**src/rtl/fetch_stage_pkg.sv**
```systemverilog
// Shared constants and helpers for the instruction-fetch stage.
// Latency: n/a (declarations only).
// Backpressure: n/a.
// Contents: boot vector and bubble-instruction defaults, word-align helper.
package fetch_stage_pkg;

    // Defaults shared with other stages so bubbles and boot address agree.
    localparam logic [31:0] DEF_RESET_VECTOR = 32'h0000_0000;
    localparam logic [31:0] DEF_NOP_INST     = 32'h0000_0013; // addi x0,x0,0
    localparam logic [31:0] PC_STEP          = 32'd4;

    // Instruction fetch is word addressed; low two bits are dropped.
    function automatic logic [31:0] align_word(input logic [31:0] addr);
        return {addr[31:2], 2'b00};
    endfunction

endpackage

```
**src/rtl/fetch_stage_if.sv**
```systemverilog
// Fetch-stage bundle: redirect/stall inputs, imem port and IF/ID outputs.
// Latency: n/a (wiring only).
// Backpressure: id_stall from decode holds IF/ID; jump_flag from execute redirects.
// master = fetch stage; slave = surrounding pipeline (execute, decode, imem).
interface fetch_stage_if;
    logic        jump_flag;
    logic [31:0] jump_target;
    logic        id_stall;
    logic [31:0] imem_addr;
    logic [31:0] imem_rdata;
    logic        id_valid;
    logic [31:0] id_pc;
    logic [31:0] id_inst;
    logic        misalign_err;

    modport master (
        input  jump_flag, jump_target, id_stall, imem_rdata,
        output imem_addr, id_valid, id_pc, id_inst, misalign_err
    );

    modport slave (
        output jump_flag, jump_target, id_stall, imem_rdata,
        input  imem_addr, id_valid, id_pc, id_inst, misalign_err
    );
endinterface

```
**src/rtl/fetch_hold_buf.sv**
```systemverilog
// Stall capture buffer for the IF/ID instruction word and the id_inst output mux.
// Latency: captures on the first stalled edge; output mux is combinational.
// Backpressure: while stalled the captured word is held; it clears on the next advance or flush.
// Ports: clk/rst_n, flush (redirect), stall, d_valid, imem_rdata in; id_inst out.
module fetch_hold_buf
    import fetch_stage_pkg::*;
#(
    parameter logic [31:0] NOP_INST = DEF_NOP_INST
) (
    input  logic        clk,
    input  logic        rst_n,
    input  logic        flush,
    input  logic        stall,
    input  logic        d_valid,
    input  logic [31:0] imem_rdata,
    output logic [31:0] id_inst
);

    logic        hold_valid;
    logic [31:0] hold_inst;

    always_ff @(posedge clk or negedge rst_n) begin
        if (!rst_n) begin
            hold_valid <= 1'b0;
            hold_inst  <= 32'h0;
        end else if (flush) begin
            // The stalled instruction is being discarded by the redirect.
            hold_valid <= 1'b0;
        end else if (stall) begin
            // The synchronous memory output moves on after this edge, so grab
            // the IF/ID word exactly once, on the first stalled edge.
            if (!hold_valid && d_valid) begin
                hold_inst  <= imem_rdata;
                hold_valid <= 1'b1;
            end
        end else begin
            hold_valid <= 1'b0;
        end
    end

    assign id_inst = !d_valid   ? NOP_INST  :
                     hold_valid ? hold_inst : imem_rdata;

endmodule

```
**src/rtl/fetch_stage.sv**
```systemverilog
// Instruction fetch: owns the fetch PC, drives sync imem, feeds the IF/ID register.
// Latency: first valid instruction one cycle after reset release; 1 instr/cycle steady state; redirect costs one bubble.
// Backpressure: id_stall holds PC and IF/ID (word captured in fetch_hold_buf); jump_flag overrides id_stall.
// Ports: clk, rst_n (async active-low), bus (fetch_stage_if.master: jump/stall in, imem port, IF/ID out, misalign_err).
module fetch_stage
    import fetch_stage_pkg::*;
#(
    parameter logic [31:0] RESET_VECTOR = DEF_RESET_VECTOR,
    parameter logic [31:0] NOP_INST     = DEF_NOP_INST
) (
    input  logic          clk,
    input  logic          rst_n,
    fetch_stage_if.master bus
);

    logic [31:0] f_pc;
    logic [31:0] d_pc;
    logic        d_valid;
    logic        misalign;

    // Priority: redirect, then stall, then advance.
    always_ff @(posedge clk or negedge rst_n) begin
        if (!rst_n) begin
            f_pc     <= RESET_VECTOR;
            d_pc     <= 32'h0;
            d_valid  <= 1'b0;
            misalign <= 1'b0;
        end else if (bus.jump_flag) begin
            // Fetch continues at the aligned address; misalignment is only flagged.
            f_pc     <= align_word(bus.jump_target);
            d_valid  <= 1'b0;
            misalign <= misalign | (|bus.jump_target[1:0]);
        end else if (!bus.id_stall) begin
            d_pc    <= f_pc;
            d_valid <= 1'b1;
            f_pc    <= f_pc + PC_STEP; // wraps silently at 2^32
        end
    end

    fetch_hold_buf #(
        .NOP_INST (NOP_INST)
    ) u_hold_buf (
        .clk        (clk),
        .rst_n      (rst_n),
        .flush      (bus.jump_flag),
        .stall      (bus.id_stall),
        .d_valid    (d_valid),
        .imem_rdata (bus.imem_rdata),
        .id_inst    (bus.id_inst)
    );

    assign bus.imem_addr    = f_pc;
    assign bus.id_valid     = d_valid;
    assign bus.id_pc        = d_pc;
    assign bus.misalign_err = misalign;

endmodule
```
**src/flat_wrapper.sv**
```systemverilog
// flat-port wrapper written by rule: the top's interface ports become plain ports
module fetch_stage_flat import fetch_stage_pkg::*;
#(
    parameter logic [31:0] RESET_VECTOR = DEF_RESET_VECTOR,
    parameter logic [31:0] NOP_INST     = DEF_NOP_INST
)
  (clk, rst_n, bus_jump_flag, bus_jump_target, bus_id_stall, bus_imem_rdata, bus_imem_addr, bus_id_valid, bus_id_pc, bus_id_inst, bus_misalign_err);
  fetch_stage_if bus_i ();
  input  logic clk;
  input  logic rst_n;
  input wire logic [$bits(bus_i.jump_flag)-1:0] bus_jump_flag;
  input wire logic [$bits(bus_i.jump_target)-1:0] bus_jump_target;
  input wire logic [$bits(bus_i.id_stall)-1:0] bus_id_stall;
  input wire logic [$bits(bus_i.imem_rdata)-1:0] bus_imem_rdata;
  output wire logic [$bits(bus_i.imem_addr)-1:0] bus_imem_addr;
  output wire logic [$bits(bus_i.id_valid)-1:0] bus_id_valid;
  output wire logic [$bits(bus_i.id_pc)-1:0] bus_id_pc;
  output wire logic [$bits(bus_i.id_inst)-1:0] bus_id_inst;
  output wire logic [$bits(bus_i.misalign_err)-1:0] bus_misalign_err;
  assign bus_i.jump_flag = bus_jump_flag;
  assign bus_i.jump_target = bus_jump_target;
  assign bus_i.id_stall = bus_id_stall;
  assign bus_i.imem_rdata = bus_imem_rdata;
  assign bus_imem_addr = bus_i.imem_addr;
  assign bus_id_valid = bus_i.id_valid;
  assign bus_id_pc = bus_i.id_pc;
  assign bus_id_inst = bus_i.id_inst;
  assign bus_misalign_err = bus_i.misalign_err;
  fetch_stage #(.RESET_VECTOR(RESET_VECTOR), .NOP_INST(NOP_INST)) u_core (.clk(clk), .rst_n(rst_n), .bus(bus_i));
endmodule
```
**config.mk**
```make
export PLATFORM = sky130hd
export DESIGN_NAME = fetch_stage_flat
export DESIGN_NICKNAME = d
export VERILOG_FILES = /design/src/rtl/fetch_stage_pkg.sv /design/src/rtl/fetch_stage_if.sv /design/src/rtl/fetch_hold_buf.sv /design/src/rtl/fetch_stage.sv /design/src/flat_wrapper.sv
export SDC_FILE = /design/constraint.sdc
export NUM_CORES = 1
export LEC_CHECK = 0
export CAP_MARGIN = 15
export CELL_PAD_IN_SITES_DETAIL_PLACEMENT = 1
export CELL_PAD_IN_SITES_GLOBAL_PLACEMENT = 1
export CORE_ASPECT_RATIO = 1.75
export CORE_UTILIZATION = 31
export CTS_CLUSTER_SIZE = 24
export DETAILED_ROUTE_END_ITERATION = 16
export HOLD_SLACK_MARGIN = 0.05
export MAX_ROUTING_LAYER = met4
export PLACE_DENSITY_LB_ADDON = 0.1
export SLEW_MARGIN = 15
export SYNTH_ARGS = -nofsm -noshare
export SYNTH_HDL_FRONTEND = slang
export SYNTH_SLANG_ARGS = --single-unit
```
**constraint.sdc**
```tcl
create_clock -name clk -period 1.7 [get_ports clk]
set_input_delay 0.17 -clock clk [delete_from_list [all_inputs] [get_ports clk]]
set_output_delay 0.17 -clock clk [all_outputs]
set_load 0.02 [all_outputs]
```
# Word-level counts from Yosys, hierarchy flattened
# Index checks and enable logic that the tools add are counted.
classes:
  addsub: 1
  n_eq_ne: 2
  muxes: 9
  bitwise_logic: 3
  reduce_logical: 5
ops:
  columns: ["operator", "n"]
  rows:
  - ["$mux W32", 4]
  - ["$add A32 B3 Y32 const B", 1]
  - ["$mux W1", 5]
  - ["$ne A3 B2 Y1 const B", 1]
  - ["$reduce_and A3 Y1", 1]
  - ["$ne A2 B2 Y1 const B", 1]
  - ["$not A1 Y1", 2]
  - ["$reduce_and A2 Y1", 1]
  - ["$reduce_or A2 Y1", 1]
  - ["$logic_and A1 B1 Y1", 1]
  - ["$logic_not A1 Y1", 1]
  - ["$or A1 B1 Y1", 1]
word_totals:
  reg_bits: 99
  input_bits: 68
  out_inout_bits: 98
  elab_cells: 26

# Depth between registers and ports, before layout
logic_depth:
  word_depth: 5
  ltp_mapped: 6

# Hierarchy
# Synthesis repeated with hierarchy kept, for this count alone.
hier_totals:
  hier_cells: 417
  hier_area_um2: 4937.2
modules_own_cells:
  columns: ["mod", "n_inst", "cells_per_inst", "area_each_um2", "seq_area_each_um2"]
  rows:
  - ["fetch_stage", 1, 274, 2980.4, 1551.5]
  - ["fetch_hold_buf", 1, 143, 1956.9, 825.8]

# Least setup slack after synthesis
# OpenSTA, ideal clock, no wires.
synth_timing:
  kind: "register to register"
  from: "register u_core.f_pc[2] (netlist: u_core.bus.imem_addr[2])"
  to: "register u_core.f_pc[22] (netlist: u_core.bus.imem_addr[22])"
  setup_time_ns: 0.082
  arrival_time_ns: 1.867
  required_time_ns: 1.618
  path_slack_ns: -0.249
  stages_incl_launch_ff: 7
  path_buffers: 1
  period_less_slack_ns: 1.949
  cell_sequence: "dfrtp_1 ha_1 nand4b_4 or2_0 buf_2 or4_1 a31oi_1"
synth_via:
  elab_chain_len: 3
synth_rtl:
  columns: ["element", "line", "rtl"]
  rows:
  - ["start: declaration", "fetch_stage.sv:16", "logic [31:0] f_pc;"]
  - ["start signal: assignment", "fetch_stage.sv:30", "f_pc <= align_word(bus.jump_target);"]
  - ["start signal: assignment", "fetch_stage.sv:36", "f_pc <= f_pc + PC_STEP;"]
  - ["$add A32 B3 Y32", "fetch_stage.sv:36", null]
  - ["$mux W32", "fetch_stage.sv:33", "end else if (!bus.id_stall) begin"]
  - ["$mux W32", "fetch_stage.sv:28", "end else if (bus.jump_flag) begin"]
# Every way passes these cells. The select of a mux whose other input is x is not followed.
# A chain may end at the register's enable or synchronous reset.

# Worst setup path in the final report
layout_timing:
  from: "register u_core.f_pc[15] (netlist: u_core.bus.imem_addr[15])"
  to: "register u_core.f_pc[28] (netlist: u_core.bus.imem_addr[28])"
# Same word-level chain as after synthesis.

==> results.yml <==
die:
  die_height_um: 165.4
  fp.dieArea_sq_um: 15770
  floorplan.io_pins: 166
  core_area_sq_um: 14910
  initial_core_util_pct: 31.72
  die_w_um: 95.37
  row_count: 59
setup_path:
  crit_type: "register to register"
  worstPathArrival_ns: 2.02
  required_ns: 1.96
  path_max_fanout: 4
  worstSetupEndpointType: "register"
  startpoint_type: "register"
  internal_reg_to_reg_setup_slack_ns: -0.06
synthesis:
  synthesis.yosys.warnings: 0
  dominant_register_cell_in_the_synthesized_netlist: "sky130_fd_sc_hd__dfrtp_1"
  synthesis.area_per_instance_sq_um: 11.31
  post_synth_inst_count: 418
  synth.ff_latch_count: 95
  synth_area_sq_um: 4730
  synth.yosys.seq_area_share_pct: 50.26
  post_synth_num_cell_types: 47
  synth_edf_count: 0
  synth-async-reset-ratio_pct: 100.0
timing:
  slew_viol_final: 0
  grt_setup_unrepaired: "yes"
  finalSetupViolCount: 31
  maxClockFrequency_mhz: 569.2
  timing.final.crit_period_ns: 1.757
  finalClockSkew_ns: 0.01219
  hold_viol_final: 0
  finalCritPeriodShare_pct: 103.3
  final_worst_setup_slack_ns: -0.05670
  setup-tns-final_ns: -0.5753
cts:
  cts.root.buffer_cell: "sky130_fd_sc_hd__clkbuf_16"
  clock_latency_ns: 0.34
  worst_setup_hold_path_clk_slew_ns: 0.07
  clk_path_buf_depth: 2
  numCtsBuffers: 9
  tritoncts: "built"
  clock_sink_count: 95
  cts.htree.levels: 3
grt:
  grt_use_total_pct: 20.47
  grt_start_max_net_pins: 33
  number_of_global_route_vias_before_repair: 4633
  grt_overflow_total: 0
  global_route_wire_length_before_repair_um: 23700
  grt_antenna_before_repair: 0
final_layout:
  num-fill-cells: 1603
  antennaDiodeCount: 0
  fin_cells: 858
  syn2layout_area_growth_pct: 67.49
  fin_nets: 739
  register_area_sq_um: 2396
  multiInputGateArea_sq_um: 2484
  drive_above_1_share_pct: 38.67
  layout.core_utilization_pct: 53.12
pwr:
  leakagePower_nw: 3.396
  total_power_consumption_of_the_routed_design_w: 0.007172
  worst_ir_drop_vdd_mv: 0.4229
  pwr_density_cell_nw_per_um2: 905.4
place:
  detailed_place_hpwl_um: 11370
  io_buffers: 161
  place_inst: 805
  gpl.final_weighted_congestion: 0.8480
  worst_setup_slack_before_clock_tree_synthesis_ns: -0.2526
outcome:
  status: "complete, but fails checks"
  violated_checks: "negative setup slack"
min_path:
  holdCritPathClass: "input pin to async pin"
route:
  detail_route.vias_per_cell: 5.029
  detail_route.iter0.violations: 102
  routedWlPerCell_um: 19.23
  number_of_design_rule_violations_left_after_detail_routing: 0
  ant_nets: 0
  drt_first_pass_iters: 4
  detailroute.via_count: 4315
  routed_wirelength_um: 16500
flow_run:
  max_cap_viol_count: 0
## area by class of cell
cell class	count	area share, %
multi-input combinational	294	31.35
timing repair buffer	267	31.64
clock inverter	4	0.3633
inverter	3	0.1422
sequential	95	30.25
tap	183	2.891
clock buffer	12	3.364
## Yosys cell counts (3+ instances only)
| master | n | area, sq um |
|---|---|---|
| sky130_fd_sc_hd__clkbuf_1 | 11 | 41.29 |
| sky130_fd_sc_hd__nand2_1 | 27 | 101.4 |
| sky130_fd_sc_hd__buf_4 | 5 | 37.54 |
| sky130_fd_sc_hd__dfrtp_1 | 95 | 2377 |
| sky130_fd_sc_hd__mux2i_1 | 33 | 330.3 |
| sky130_fd_sc_hd__a31oi_1 | 16 | 100.1 |
| sky130_fd_sc_hd__and3_1 | 7 | 43.79 |
| sky130_fd_sc_hd__buf_1 | 3 | 11.26 |
| sky130_fd_sc_hd__nand4_1 | 6 | 37.54 |
| sky130_fd_sc_hd__or4_1 | 15 | 112.6 |
| sky130_fd_sc_hd__mux2_2 | 56 | 630.6 |
| sky130_fd_sc_hd__o31ai_1 | 11 | 82.58 |
| sky130_fd_sc_hd__nand3_1 | 9 | 45.04 |
| sky130_fd_sc_hd__xor2_1 | 8 | 70.07 |
| sky130_fd_sc_hd__nor2_1 | 46 | 172.7 |
| sky130_fd_sc_hd__o21ai_0 | 18 | 90.09 |
| sky130_fd_sc_hd__or3_1 | 4 | 25.02 |
| sky130_fd_sc_hd__xnor2_1 | 3 | 26.28 |
| sky130_fd_sc_hd__nand3_2 | 3 | 30.03 |
| sky130_fd_sc_hd__buf_2 | 8 | 40.04 |
| sky130_fd_sc_hd__mux2_1 | 6 | 67.56 |
## cell usage in the layout (no fill, tap or decap), drive strengths merged, types with 11 or more instances in the layout
cell type	n
dfrtp	95
mux2	62
a31oi	16
or4	15
o21ai	18
buf	127
nand2	28
o31ai	11
clkbuf	23
nand3	12
clkdlybuf4s50	121
mux2i	33
nor2	46
## timing repair
action	in CTS	in global routing
hold endpoints to repair	66	0
cloned	1	3
hold buffers	1	0
resized for setup	130	101
pin swaps	14	24
setup buffers	16	17
setup endpoints to repair	46	74
## final timing paths
path | startpoint | to | cells past startpoint
max | u_core.bus.imem_addr[15] | u_core.bus.imem_addr[28] | 5
min | rst_n | u_core.u_hold_buf.hold_inst[13] | 2
max reg2reg | u_core.bus.imem_addr[15] | u_core.bus.imem_addr[28] | 5
min reg2reg | u_core.bus.misalign_err | u_core.bus.misalign_err | 1
max in group asynchronous | rst_n | u_core.u_hold_buf.hold_valid | 3
min in group clk | bus_jump_target[12] | u_core.bus.imem_addr[12] | 3
## critical path, cell delays in order, from the launching register on
cell                      delay (ns)
sky130_fd_sc_hd__dfrtp_1        0.39
sky130_fd_sc_hd__buf_6          0.12
sky130_fd_sc_hd__nand3_4        0.11
sky130_fd_sc_hd__or4_4          0.50
sky130_fd_sc_hd__or4_1          0.41
sky130_fd_sc_hd__a31oi_1        0.14
## flip-flops by register name, indices dropped and copies added, names as in the netlist
| signal | flops |
|---|---|
| u_core.bus.imem_addr | 30 |
| u_core.bus.misalign_err | 1 |
| u_core.bus.id_valid | 1 |
| u_core.bus.id_pc | 30 |
| u_core.u_hold_buf.hold_inst | 32 |
| u_core.u_hold_buf.hold_valid | 1 |
## through the flow
stage / instance area, sq um / hold slack, ns
floorplan: 4785 / -0.1256
global placement: 7054 / 0.04685
detailed placement: 7054 / 0.04970
CTS: 7510 / 0.2188
global route: 7921 / 0.2603
finish: 7921 / 0.2300
## layer usage
layer / wire length (um) / global-route usage (%) / share of wire (%) / vias to the layer above
li1: - / - / - / 2002
met2: 9512 / 39.64 / 58 / 126
met1: 6079 / 20.84 / 37 / 2165
met3: 637 / 2.610 / 3.9 / 22
met5: 0 / - / 0 / -
met4: 266 / 5.970 / 1.6 / 0
## cell families (layout without fill, tap and decap cells)
| kind of cell | after synthesis | count (layout) | share of synthesized area [%] |
|---|---|---|---|
| muxes | 95 | 95 | 21.75 |
| DFF | 95 | 95 | 50.26 |
| other | 1 | 4 | 0.07929 |
| and+or+nand+nor | 133 | 133 | 15.50 |
| xor gates and xnor gates | 11 | 11 | 2.037 |
| AOI/OAI and AO/OA | 50 | 50 | 6.640 |
| adders and majority gates | 1 | 1 | 0.2645 |
| buffers and inverters | 32 | 286 | 3.465 |
## power by group
part           total, W  internal [W]  switching [W]
logic           0.00223       0.00125       0.000979
registers       0.00293       0.00266       0.000268
clock network   0.00201       0.00111       0.000899
total           0.00717       0.00503        0.00215
(Power assumes the default switching activity.)
